### config.mk
export PLATFORM = sky130hd
export DESIGN_NAME = output_port_fifo
export DESIGN_NICKNAME = d
export VERILOG_FILES = /design/src/rtl/output_port_fifo.sv
export SDC_FILE = /design/constraint.sdc
export NUM_CORES = 1
export LEC_CHECK = 0
export ABC_AREA = 1
export CAP_MARGIN = 10
export CORE_MARGIN = 4
export CORE_UTILIZATION = 55
export CTS_CLUSTER_SIZE = 40
export DETAILED_ROUTE_END_ITERATION = 8
export GPL_TIMING_DRIVEN = 0
export PLACE_DENSITY = 0.84
export SYNTH_ARGS = -nofsm -noshare
export SYNTH_HDL_FRONTEND = slang
export SYNTH_SLANG_ARGS = --single-unit
export TNS_END_PERCENT = 20
### constraint.sdc
create_clock -name clock -period 5.7 [get_ports clock]
set_clock_uncertainty 0.1 [all_clocks]
set_input_delay 1.14 -clock clock [delete_from_list [all_inputs] [get_ports clock]]
set_output_delay 1.14 -clock clock [all_outputs]
set_load 0.1 [all_outputs]
### src/rtl/output_port_fifo.sv
`default_nettype none
// ============================================================================
//  Module   : output_port_fifo
//  Brief    : Memory-mapped output register with a sticky last-value copy and
//             a DEPTH-entry valid/ready FIFO so a slow consumer can drain
//             every written value. Dropped writes raise a sticky overflow.
//  Revision : 1.0 - initial release
// ============================================================================
module output_port_fifo #(
  parameter int WIDTH = 16,
  parameter int DEPTH = 4,
  parameter int CW    = $clog2(DEPTH + 1)
) (
  input  logic             clock,
  input  logic             reset,
  input  logic [WIDTH-1:0] data_in,
  input  logic             write_en,
  output logic [WIDTH-1:0] data_out,
  output logic [WIDTH-1:0] out_data,
  output logic             out_valid,
  input  logic             out_ready,
  output logic             full,
  output logic             empty,
  output logic [CW-1:0]    count,
  output logic             overflow,
  input  logic             clear_overflow
);

  // Pointer width; DEPTH is a power of two so pointers wrap naturally.
  localparam int PW = (DEPTH > 1) ? $clog2(DEPTH) : 1;

  localparam logic [CW-1:0] C_DEPTH = CW'(DEPTH);
  localparam logic [CW-1:0] C_ONE   = CW'(1);
  localparam logic [PW-1:0] C_PINC  = PW'(1);

  // Storage and state registers
  logic [WIDTH-1:0] mem_q [DEPTH];
  logic [PW-1:0]    wr_ptr_q, wr_ptr_d;
  logic [PW-1:0]    rd_ptr_q, rd_ptr_d;
  logic [CW-1:0]    count_q, count_d;
  logic [WIDTH-1:0] data_out_q, data_out_d;
  logic             overflow_q, overflow_d;

  // Handshake decode
  logic w_full;
  logic w_empty;
  logic w_pop;
  logic w_push;
  logic w_drop;

  // Status flags come straight from the occupancy register.
  always_comb begin
    w_full  = (count_q == C_DEPTH);
    w_empty = (count_q == '0);
    w_pop   = !w_empty && out_ready;
    // A pop in the same cycle frees a slot, so a full FIFO still accepts.
    w_push  = write_en && (!w_full || w_pop);
    w_drop  = write_en && w_full && !w_pop;
  end

  // Next-state computation for pointers, occupancy, last value and overflow.
  always_comb begin
    wr_ptr_d   = wr_ptr_q;
    rd_ptr_d   = rd_ptr_q;
    count_d    = count_q;
    data_out_d = data_out_q;
    overflow_d = overflow_q;

    if (w_push) begin
      wr_ptr_d = wr_ptr_q + C_PINC;
    end
    if (w_pop) begin
      rd_ptr_d = rd_ptr_q + C_PINC;
    end

    if (w_push && !w_pop) begin
      count_d = count_q + C_ONE;
    end else if (w_pop && !w_push) begin
      count_d = count_q - C_ONE;
    end

    // The sticky register follows every strobe, even a dropped one.
    if (write_en) begin
      data_out_d = data_in;
    end

    // Setting on a drop takes priority over a simultaneous clear.
    if (w_drop) begin
      overflow_d = 1'b1;
    end else if (clear_overflow) begin
      overflow_d = 1'b0;
    end
  end

  // Control state registers with asynchronous reset.
  always_ff @(posedge clock or posedge reset) begin
    if (reset) begin
      wr_ptr_q   <= '0;
      rd_ptr_q   <= '0;
      count_q    <= '0;
      data_out_q <= '0;
      overflow_q <= 1'b0;
    end else begin
      wr_ptr_q   <= wr_ptr_d;
      rd_ptr_q   <= rd_ptr_d;
      count_q    <= count_d;
      data_out_q <= data_out_d;
      overflow_q <= overflow_d;
    end
  end

  // Array write; contents are don't-care after reset so no reset term.
  always_ff @(posedge clock) begin
    if (w_push) begin
      mem_q[wr_ptr_q] <= data_in;
    end
  end

  // Outputs are driven only from registers or the array at a registered index.
  always_comb begin
    data_out  = data_out_q;
    out_data  = mem_q[rd_ptr_q];
    out_valid = !w_empty;
    full      = w_full;
    empty     = w_empty;
    count     = count_q;
    overflow  = overflow_q;
  end

endmodule
`default_nettype wire

==> flow_summary.json <==
{
  "first_pass_iters": 4,
  "synth_area_mm2": 0.00358,
  "crit_type": "reg2out",
  "postCtsHoldBufs": 0,
  "finalWeightedCongestion": 0.792,
  "fmax_mhz": 257,
  "drt_wl_total_um": 7780,
  "track_usage_pct": 21.4,
  "maxCapViolations": 0,
  "start_util_pct": 56.4,
  "synth_flop_cell": "edfxtp_1",
  "setup_violations": 0,
  "yosysSeqAreaShare_pct": 70.5,
  "endpoint_kind": "output pin",
  "crit_chain": "inv_2 -> buf_2 -> o21ai_1 -> o21ai_1 -> clkdlybuf4s50_1",
  "post-route-period-util_pct": 68.1,
  "die_y_um": 88.7,
  "yosysMostFrequentCell": "nand2_1",
  "slowest_delay_ns": 1.17,
  "cts_tree": "built",
  "cts-root-buf": "clkbuf_8",
  "arrival_ns": 2.64,
  "hold_class": "reg2reg",
  "h-tree-depth": 3,
  "grt_first_pass_wirelength_um": 12000,
  "cts_setup_buffers": 0,
  "rsz0062_at_grt": "false",
  "yosysWarnings": 0,
  "drive_gt1_share_pct": 10.2,
  "setup_tns_ns": 0,
  "n_antenna_cell": 0,
  "synthesis.nets": 332,
  "r2r.worst_path.cells": 5,
  "hold_depth": 2,
  "drc_errors": 0,
  "die_area_mm2": 0.00786,
  "ys_types": 24,
  "cts_resized": 0,
  "timing.rr.end": "mem_q[3][1]",
  "io_buffers": 59,
  "clock_path_buffers": 2,
  "final_max_slew_viol_count": 0,
  "antenna_found_initial": 0,
  "die_w_um": 88.7,
  "wire_per_inst_um": 16.9,
  "min_period_ns": 3.88,
  "clk_pin_slew_worst_paths_ns": 0.09,
  "vias_per_cell": 5.30,
  "hold-path-endpoint": "data_out[7]",
  "via_count": 2436,
  "grt_max_degree": 25,
  "antenna_left": 0,
  "synthTopCellsByCount": "nand2_1 (67), edfxtp_1 (64), nor2_1 (52)",
  "rr_startpoint": "count[0]",
  "crit_slowest_cell": "clkdlybuf4s50_1",
  "r2r_slack_ns": 3.66,
  "path_common_cell": "o21ai_1",
  "worstPathMaxFanout": 10,
  "status": "finished clean",
  "overflow": 0,
  "avgSynthCellArea_um2": 11.7,
  "fillCellCount": 428,
  "start_kind": "register",
  "critPathRequiredTime_ns": 4.46,
  "worstSkewPairLatency_ns": 0.35,
  "first_global_vias": 2287,
  "core_mm2": 0.00635,
  "hold_viol": 0,
  "drt_iter0_markers": 264,
  "tightestPinTransition_ns": 0.995,
  "nets": 405,
  "hpwlAfterDp_um": 5230,
  "synth_edf_count": 64,
  "synth_area_leaders": "edfxtp_1 (54%), dfrtp_1 (17%), nand2_1 (7.0%)",
  "relSlewSlack_pct": 33.5,
  "cts_sinks": 88,
  "yosysTopAreaCellShare_pct": 53.7,
  "synth_cells": 305,
  "synth_top_cell_by_area": "edfxtp_1",
  "worstHoldStart": "data_out[7]",
  "ys_seq_elements": 88,
  "async_flop_share_pct": 27.3,
  "areaGrowthSynthToFinish_pct": 26.1,
  "cts_buffers": 9,
  "rows": 29,
  "io_pins": 60
}
## worst max-delay path, delay by kind of cell, from the launching register on
kind / cells / cell delay (ns)
AO/OA/AOI/OAI: 2 / 0.33
buffers and inverters: 3 / 1.54
flip-flops: 1 / 0.41
## routing by layer
metal	vias up	global-route usage (%)	routed length, um
li1	1174	-	-
met1	1158	28.1	3090
met2	91	35.6	3970
met3	13	3.63	588
met4	0	8.52	140
met5	-	0	0
## worst max path at each step
stage                     slack [ns]      endpoint   startpoint  depth (start not counted)
after global routing            1.69   out_data[4]  rd_ptr_q[1]                          5
final                           1.82   out_data[4]  rd_ptr_q[1]                          5
after global placement          2.04   mem_q[0][8]     write_en                          4
after CTS                       1.79   out_data[4]  rd_ptr_q[1]                          5
after floorplan                 1.25          full     count[2]                          2
after detailed placement        2.21  out_data[11]  rd_ptr_q[1]                          5
## cells in the final DEF (no fill, tap or decap), types with 2 or more instances in the layout
cell type,Yosys,final
nor2_2,1,2
nand2_2,2,2
buf_12,2,2
nand3_1,5,5
clkinv_4,0,3
inv_1,15,15
nor2_1,52,51
dfrtp_1,24,24
buf_6,5,6
clkdlybuf4s50_1,0,59
o21ai_0,3,3
nand2_1,67,67
inv_6,1,3
o21ai_1,45,45
buf_2,3,3
buf_4,3,4
clkbuf_8,0,10
ha_1,5,5
edfxtp_1,64,64
## metrics by stage
step	cells	utilization, %	hold WS [ns]	worst slack (ns)	area [um^2]
floorplan	305	-	0.384	1.25	3580
global placement	441	67.2	0.353	2.04	4270
detailed placement	444	67.7	0.363	2.21	4300
CTS	460	71.1	0.388	1.79	4510
global route	460	71.1	0.414	1.69	4510
finish	460	71.1	0.381	1.82	4510
## area by class of cell
type,count,area [um^2],area share [%]
buffer,13,134,2.97
tap,77,96.3,2.13
multi-input combinational,186,852,18.9
timing repair buffer,62,624,13.8
clock buffer,10,138,3.05
clock inverter,6,73.8,1.64
sequential,88,2520,55.9
inverter,18,72.6,1.61
## flip-flops by register name, indices dropped and copies added (netlist names)
name and count:
rd_ptr_q 2, count 3, overflow 1, wr_ptr_q 2, mem_q 64, data_out 16
## cells by family after synthesis
logic type,count (synthesis),share of synthesized area (%)
AOI/OAI and AO/OA,49,6.89
and+or+nand+nor,130,14.3
xor gates and xnor gates,1,0.245
buffers and inverters,31,5.77
DFF,88,70.5
adders and majority gates,6,2.31
Power is not shown: default switching activity piles up to over one toggle a cycle in this logic, so the estimate is an artifact.
